$ cat src/rtl/maxpool_arbiter.sv
// Round-robin arbiter sharing one streaming maxpool engine among NREQ requesters.
// Accepted beats are tagged in order; the tag FIFO head routes each result back.
module maxpool_arbiter #(
    parameter int NREQ  = 4,
    parameter int R     = 4,
    parameter int W     = 8,
    parameter int BURST = 4,
    parameter int DEPTH = 8
) (
    input  logic                     clk,
    input  logic                     rstn,
    input  logic [NREQ-1:0]          req_valid,
    output logic [NREQ-1:0]          req_ready,
    input  logic [NREQ*R*W-1:0]      req_data,
    output logic [NREQ-1:0]          rsp_valid,
    input  logic [NREQ-1:0]          rsp_ready,
    output logic [R/2*W-1:0]         rsp_data,
    output logic                     s_valid,
    input  logic                     s_ready,
    output logic [R*W-1:0]           s_data,
    input  logic                     m_valid,
    output logic                     m_ready,
    input  logic [R/2*W-1:0]         m_data,
    output logic [$clog2(NREQ)-1:0]  grant,
    output logic                     busy,
    output logic [$clog2(DEPTH):0]   inflight,
    output logic                     err
);
    localparam int GW = $clog2(NREQ);
    localparam int AW = $clog2(DEPTH);
    localparam int CW = $clog2(BURST + 1);

    typedef enum logic {IDLE, GRANT} state_t;

    state_t                   state;
    logic [GW-1:0]            rr, pick, head;
    logic [CW-1:0]            cnt;
    logic [GW-1:0]            tags [DEPTH];
    logic [AW-1:0]            wp, rp;
    logic [NREQ-1:0][R*W-1:0] req_vec;
    logic                     fifo_full, fifo_empty, push, pop, last_beat;

    // First requester with valid set, scanning upward from ptr+1 with wrap.
    function automatic logic [GW-1:0] rr_pick(input logic [GW-1:0] ptr, input logic [NREQ-1:0] v);
        logic [GW-1:0] p, ki;
        int            k;
        p = ptr;
        for (int i = NREQ; i >= 1; i--) begin
            k  = (int'(ptr) + i) % NREQ;
            ki = GW'(k);
            if (v[ki]) p = ki;
        end
        return p;
    endfunction

    assign req_vec    = req_data;
    assign pick       = rr_pick(rr, req_valid);
    assign fifo_full  = inflight == (AW+1)'(DEPTH);
    assign fifo_empty = inflight == '0;
    assign head       = tags[rp];

    assign busy      = state == GRANT;
    assign s_valid   = busy && req_valid[grant] && !fifo_full;
    assign s_data    = req_vec[grant];
    assign push      = s_valid && s_ready;
    assign last_beat = push && cnt == CW'(BURST - 1);
    assign m_ready   = !fifo_empty && rsp_ready[head];
    assign pop       = m_valid && m_ready;
    assign rsp_data  = m_data;

    for (genvar n = 0; n < NREQ; n++) begin : g_req
        assign req_ready[n] = busy && grant == GW'(n) && s_ready && !fifo_full;
        assign rsp_valid[n] = !fifo_empty && head == GW'(n) && m_valid;
    end

    // A full FIFO with the owner still valid stalls in GRANT rather than releasing.
    always_ff @(posedge clk or negedge rstn) begin
        if (!rstn) begin
            state <= IDLE;
            rr    <= GW'(NREQ - 1);
            grant <= '0;
            cnt   <= '0;
        end else begin
            case (state)
                IDLE: begin
                    if (|req_valid) begin
                        grant <= pick;
                        cnt   <= '0;
                        state <= GRANT;
                    end
                end
                GRANT: begin
                    if (push) cnt <= cnt + 1'b1;
                    if (last_beat || !req_valid[grant]) begin
                        state <= IDLE;
                        rr    <= grant;
                    end
                end
                default: state <= IDLE;
            endcase
        end
    end

    always_ff @(posedge clk or negedge rstn) begin
        if (!rstn) begin
            wp       <= '0;
            rp       <= '0;
            inflight <= '0;
            err      <= 1'b0;
        end else begin
            if (push) wp <= wp + 1'b1;
            if (pop)  rp <= rp + 1'b1;
            case ({push, pop})
                2'b10:   inflight <= inflight + 1'b1;
                2'b01:   inflight <= inflight - 1'b1;
                default: ;
            endcase
            if (m_valid && fifo_empty) err <= 1'b1;
        end
    end

    always_ff @(posedge clk) begin
        if (push) tags[wp] <= grant;
    end
endmodule

$ cat config.mk
export PLATFORM = sky130hd
export DESIGN_NAME = maxpool_arbiter
export DESIGN_NICKNAME = d
export VERILOG_FILES = /design/src/rtl/maxpool_arbiter.sv
export SDC_FILE = /design/constraint.sdc
export NUM_CORES = 1
export LEC_CHECK = 0
export CAP_MARGIN = 0
export CORE_AREA = 4 4 83 85
export DETAILED_ROUTE_END_ITERATION = 6
export DIE_AREA = 0 0 87 89
export DONT_BUFFER_PORTS = 1
export PLACE_DENSITY_LB_ADDON = 0.15
export SKIP_CTS_REPAIR_TIMING = 1
export SYNTH_ARGS = -nofsm -noshare
export SYNTH_HDL_FRONTEND = slang
export SYNTH_SLANG_ARGS = --single-unit
$ cat constraint.sdc
create_clock -name clk -period 9.3 [get_ports clk]
set_input_delay 1.395 -clock clk [delete_from_list [all_inputs] [get_ports clk]]
set_output_delay 1.395 -clock clk [all_outputs]
set_load 0.02 [all_outputs]
# Word level (Yosys, flattened, before mapping)
# Memory sizes are Yosys's and may differ from the RTL's.
# Index checks and enable logic that the tools add are counted.
# totals
word_cells	103
reg_bits	19
in_bits	156
mem_count	1
ram_bits	16
# memory_table
name	depth	word_bits	read_ports	rd_ports_with_merged_regs	write_ports	line	source
tags	8	2	1	0	1	38	logic [GW-1:0] tags [DEPTH];
# classes
reduce_logical	39
n_mux	27
order_cmp	6
eq_ne	12
n_addsub	9
bitwise	1
# op_table
op	n
$bmux 32 s2	1
$mux 32	1
$logic_and 1x1->1	27
$lt 2x3->1 const B	6
$bmux 1 s2	6
$eq 2x2->1 const B	5
$mux 1	10
$add 3x1->3 const B	3
$mux 2	4
$pmux 4 s2	1
$eq 2x1->1 const B	3
$mux 3	2
$pmux 3 s2	1
$reduce_and 2->1	3
$add 2x1->2 const B	2
$add 2x2->2 const B	2
$add 4x1->4 const B	1
$eq 4x4->1 const B	1
$logic_not 2->1	2
$logic_not 4->1	1
$reduce_or 4->1	1
$sub 4x1->4 const B	1
$eq 3x2->1 const B	1
$logic_not 1->1	3
other kinds (6)	6

# Logic depth before layout (Yosys ltp)
# depth
depth_word	9
depth_mapped	13
mapped_depth_nobuf	12

# Worst setup path before layout
# OpenSTA, ideal clock, no wires.
# synth_path
path_type	in2out
startpoint	input m_valid
endpoint	output rsp_valid[2]
t_arrival_ps	2142
slack_ps	5763
n_path_buf	0
cell_stages	3
path_cell_list	nor2b_1 nand2b_1 nor2b_1
# synth_between
elab_chain_cells	1
# synth_rtl
element	line	source
from (decl)	21	input logic m_valid,
$logic_and 1x1->1	73	assign rsp_valid[n] = !fifo_empty && head == GW'(n) && m_valid;
to (decl)	15	output logic [NREQ-1:0] rsp_valid,
# Every way passes these cells.

# Final worst setup path
# layout_path
startpoint	register rp[0]
endpoint	output m_ready
# layout_between
elab_chain_cells	4
# layout_rtl
element	line	source
from (decl)	39	logic [AW-1:0] wp, rp;
from (signal assigned)	112	if (pop) rp <= rp + 1'b1;
$mem_v2 8x2	n/a	
$bmux 1 s2	67	assign m_ready = !fifo_empty && rsp_ready[head];
$mux 1 (not written as such)	67	
$logic_and 1x1->1	67	
to (decl)	22	output logic m_ready,
# Every way passes these cells. The select of a mux whose other input is x is not followed.

==> out/metrics.sh <==
SETUP_VIOL_COUNT_FINAL=0
FRACTION_OF_THE_MAPPED_NETLIST_AREA_IN_ADDER_CELLS_PCT=4.03
FINALCLOCKSKEW_NS=0.00461
DIE-HEIGHT_UM=89
NUM-NETS-FINAL=348
CTS_NUM_SINKS=35
SYNTH_ENABLE_FLOP_CELLS=16
STATUS='complete, no violations'
SYNTH.AREA.MUX_SHARE_PCT=36.5
POSTSYNTH.ASYNCRESETSHARE_PCT=54.3
POSTSYNTHNETCOUNT=368
REGAREA_UM2=961
GRT-OVFL-TOTAL=0
POST_SYNTH_INST_COUNT=204
DRT-INITIAL-DRC-COUNT=114
LEADING_CELL_TYPES_IN_THE_LAYOUT_FILL_AND_TAPS_EXCLUDED='35 x mux4_2, 17 x nand2_1, 16 x edfxtp_1'
HOLD_WS_NS=0.501
CORE-AREA_UM2=6200
REQUIRED_NS=7.91
MIN_PERIOD_NS=3.91
MAXSLEWHEADROOM_PCT=34.4
CTS_BUFFER_DEPTH=2
ROWS=29
POWER-PER-CELL-AREA_nW_PER_UM2=392
CTSHTREEMAXLEVEL=2
FINAL_LAYOUT_SIZE_SUFFIX_GT1_SHARE_PCT=30.8
STARTPOINT_TYPE='flip-flop'
VIAS_IN_THE_FIRST_GLOBAL_ROUTE=1764
CP.ARRIVAL_NS=2.52
DRV.MAX_CAP_VIOLATION_COUNT=0
GRT.TOTAL_USAGE_PCT=19.7
WORSTSKEWPAIRLATENCY_NS=0.29
SYNTHESIZED_AREA_FRACTION_OCCUPIED_BY_AO_OA_AOI_AND_OAI_CELLS_PCT=3.18
DIE_W_UM=87
DRT_WL_TOTAL_MM=8.32
ROUTE.VIAS.TOTAL=1744
FINALMAXSLEWVIOLATIONS=0
CLOCK_ROOT_BUFFER_MASTER='clkbuf_8'
INITIAL_UTILIZATION_PCT=43.1
GRT_SETUP_UNREPAIRED='no'
POST-ROUTE-PERIOD-UTIL_PCT=42.1
COUNT_OF_UNRESOLVED_DRC_VIOLATIONS_AFTER_ROUTING=0
SYNTHESIS.AREA_PER_INSTANCE_UM2=13.1
FILLERS=566
ACHIEVABLE-FREQUENCY_MHz=256
AREA_GROWTH_SYN_TO_LAYOUT_PCT=1.83
SYNTHXORXNORAREAFRAC_PCT=2.29
PORT-BUFFER-COUNT=0
ROUTABILITYCONGESTION=0.790
HOLD_CLASS='flip-flop to flip-flop'
ANTENNA_LEFT=0
DETAILEDPLACEMENTHPWL_MM=7.11
WORST-PATH-MAX-FANOUT=8
DRT-WIRELENGTH-PER-CELL_UM=31.5
CTS_BUF_COUNT=5
IOPINCOUNT=222
GRT_PASS1_WL_MM=10.9
MAPPEDNETLISTAREA_UM2=2670
SYNTH.YOSYS.SEQ_AREA_SHARE_PCT=35.9
P_LEAK_nW=1.00
MULTI_INPUT_COMBINATIONAL_CELL_AREA_UM2=1510
WORST-SETUP-PATH-TYPE='flip-flop to output port'
SYNTHSIMPLEGATEAREAFRAC_PCT=10.4
LAYOUT_COMMONEST_CELL='mux4_2'
PATH_CLK_SLEW_NS=0.07
GRT_ANTENNA_BEFORE_REPAIR=2
WORST_SLEW_PIN_SLEW_NS=0.984
SETUP-TNS-FINAL_NS=0
SYNTH-WARNING-COUNT=0
VIAS_PER_CELL=6.61
POST_SYNTH_NUM_CELL_TYPES=41
DIE_AREA_UM2=7740
LARGEST_NET_DEGREE_AT_THE_START_OF_GLOBAL_ROUTING=49
POSTSYNTH.TOPFLOPCELL='dfrtp_1'
TRITONCTS='yes'
TIMING_HOLD_VIOLATIONS_FINAL=0
CRITPATHCAPTURETYPE='output port'
DETAIL_ROUTE.FIRST_PASS.ITERATIONS=4
MAX-VDD-IR-DROP_mV=0.182
YOSYS_REGISTER_BITS=35
SYNTH_TOP_FAMILY_BY_AREA='multiplexers'
==> where the power goes <==
part           internal, W  leakage [nW]  total (W)  switching (W)
registers         0.000221         0.369   0.000344       0.000122
clock network    0.0000797        0.0581   0.000135      0.0000556
logic             0.000258         0.573   0.000587       0.000329
==> final cells by class <==
cell class	instances	share of cell area [%]
clock inverter	3	1.61
timing repair buffer	1	0.276
tap	77	3.54
multi-input combinational	133	55.4
antenna	2	0.184
sequential	35	35.3
inverter	8	1.10
clock buffer	5	2.53
==> registers in the layout (all words and copies together) (netlist names) <==
| name | cells |
|---|---|
| tags | 16 |
| err | 1 |
| grant | 2 |
| busy | 1 |
| wp | 3 |
| rp | 3 |
| rr | 2 |
| cnt | 3 |
| inflight | 4 |
==> per-layer routing <==
layer,track usage [%],vias up,wire length [µm]
met1,28.6,885,3430
met4,6.52,0,85
li1,-,730,-
met2,27.3,121,3960
met3,7.28,8,835
met5,0,-,0
==> worst paths after layout <==
| kind | from | depth (start not counted) | endpoint | slack (ns) |
|---|---|---|---|---|
| max reg2reg | grant[0] | 11 | inflight[3] | 5.69 |
| max in group asynchronous | rstn | 0 | rr[0] | 8.33 |
| min reg2reg | cnt[0] | 1 | cnt[0] | 0.50 |
| min in group asynchronous | rstn | 0 | rp[2] | 0.79 |
| min | cnt[0] | 1 | cnt[0] | 0.50 |
| max | rp[0] | 4 | m_ready | 5.39 |
==> Yosys cell counts (4+ instances only) <==
| cell | n | area share [%] |
|---|---|---|
| nor3_1 | 4 | 0.75 |
| nor2_1 | 11 | 1.5 |
| mux2_4 | 4 | 2.2 |
| o21ai_1 | 4 | 0.75 |
| edfxtp_1 | 16 | 18 |
| and3_1 | 4 | 0.94 |
| xnor2_1 | 5 | 1.6 |
| dfrtp_1 | 17 | 16 |
| nand2b_1 | 5 | 1.2 |
| nand3_1 | 5 | 0.94 |
| inv_1 | 6 | 0.84 |
| nand2_1 | 17 | 2.4 |
| mux4_2 | 35 | 29 |
| ha_1 | 7 | 3.3 |
| clkbuf_1 | 6 | 0.84 |
| buf_4 | 16 | 4.5 |
==> critical path, cell delays in order, from the launching register on <==
cell	delay, ns
dfrtp_1	0.58
mux2_1	0.37
mux4_2	0.50
mux4_2	0.41
nor2b_1	0.37
==> cell families after synthesis <==
kind of cell | after synthesis
muxes | 48
DFF | 35
and+or+nand+nor | 56
adders and majority gates | 8
buffers and inverters | 36
xor gates and xnor gates | 7
AOI/OAI and AO/OA | 14
==> stage by stage <==
step | instances | instance area, µm² | setup slack, ns | utilization [%] | total power (W)
CTS | 262 | 2720 | 5.36 | 43.8 | 0.00108
finish | 264 | 2720 | 5.39 | 43.9 | 0.00107
detailed placement | 254 | 2600 | 5.64 | 42.0 | 0.000941
global placement | 254 | 2600 | 5.70 | 42.0 | 0.000917
global route | 264 | 2720 | 5.27 | 43.9 | 0.00113
floorplan | 204 | 2670 | 5.76 | - | 0.000844
Power figures use the tool's default switching activity.
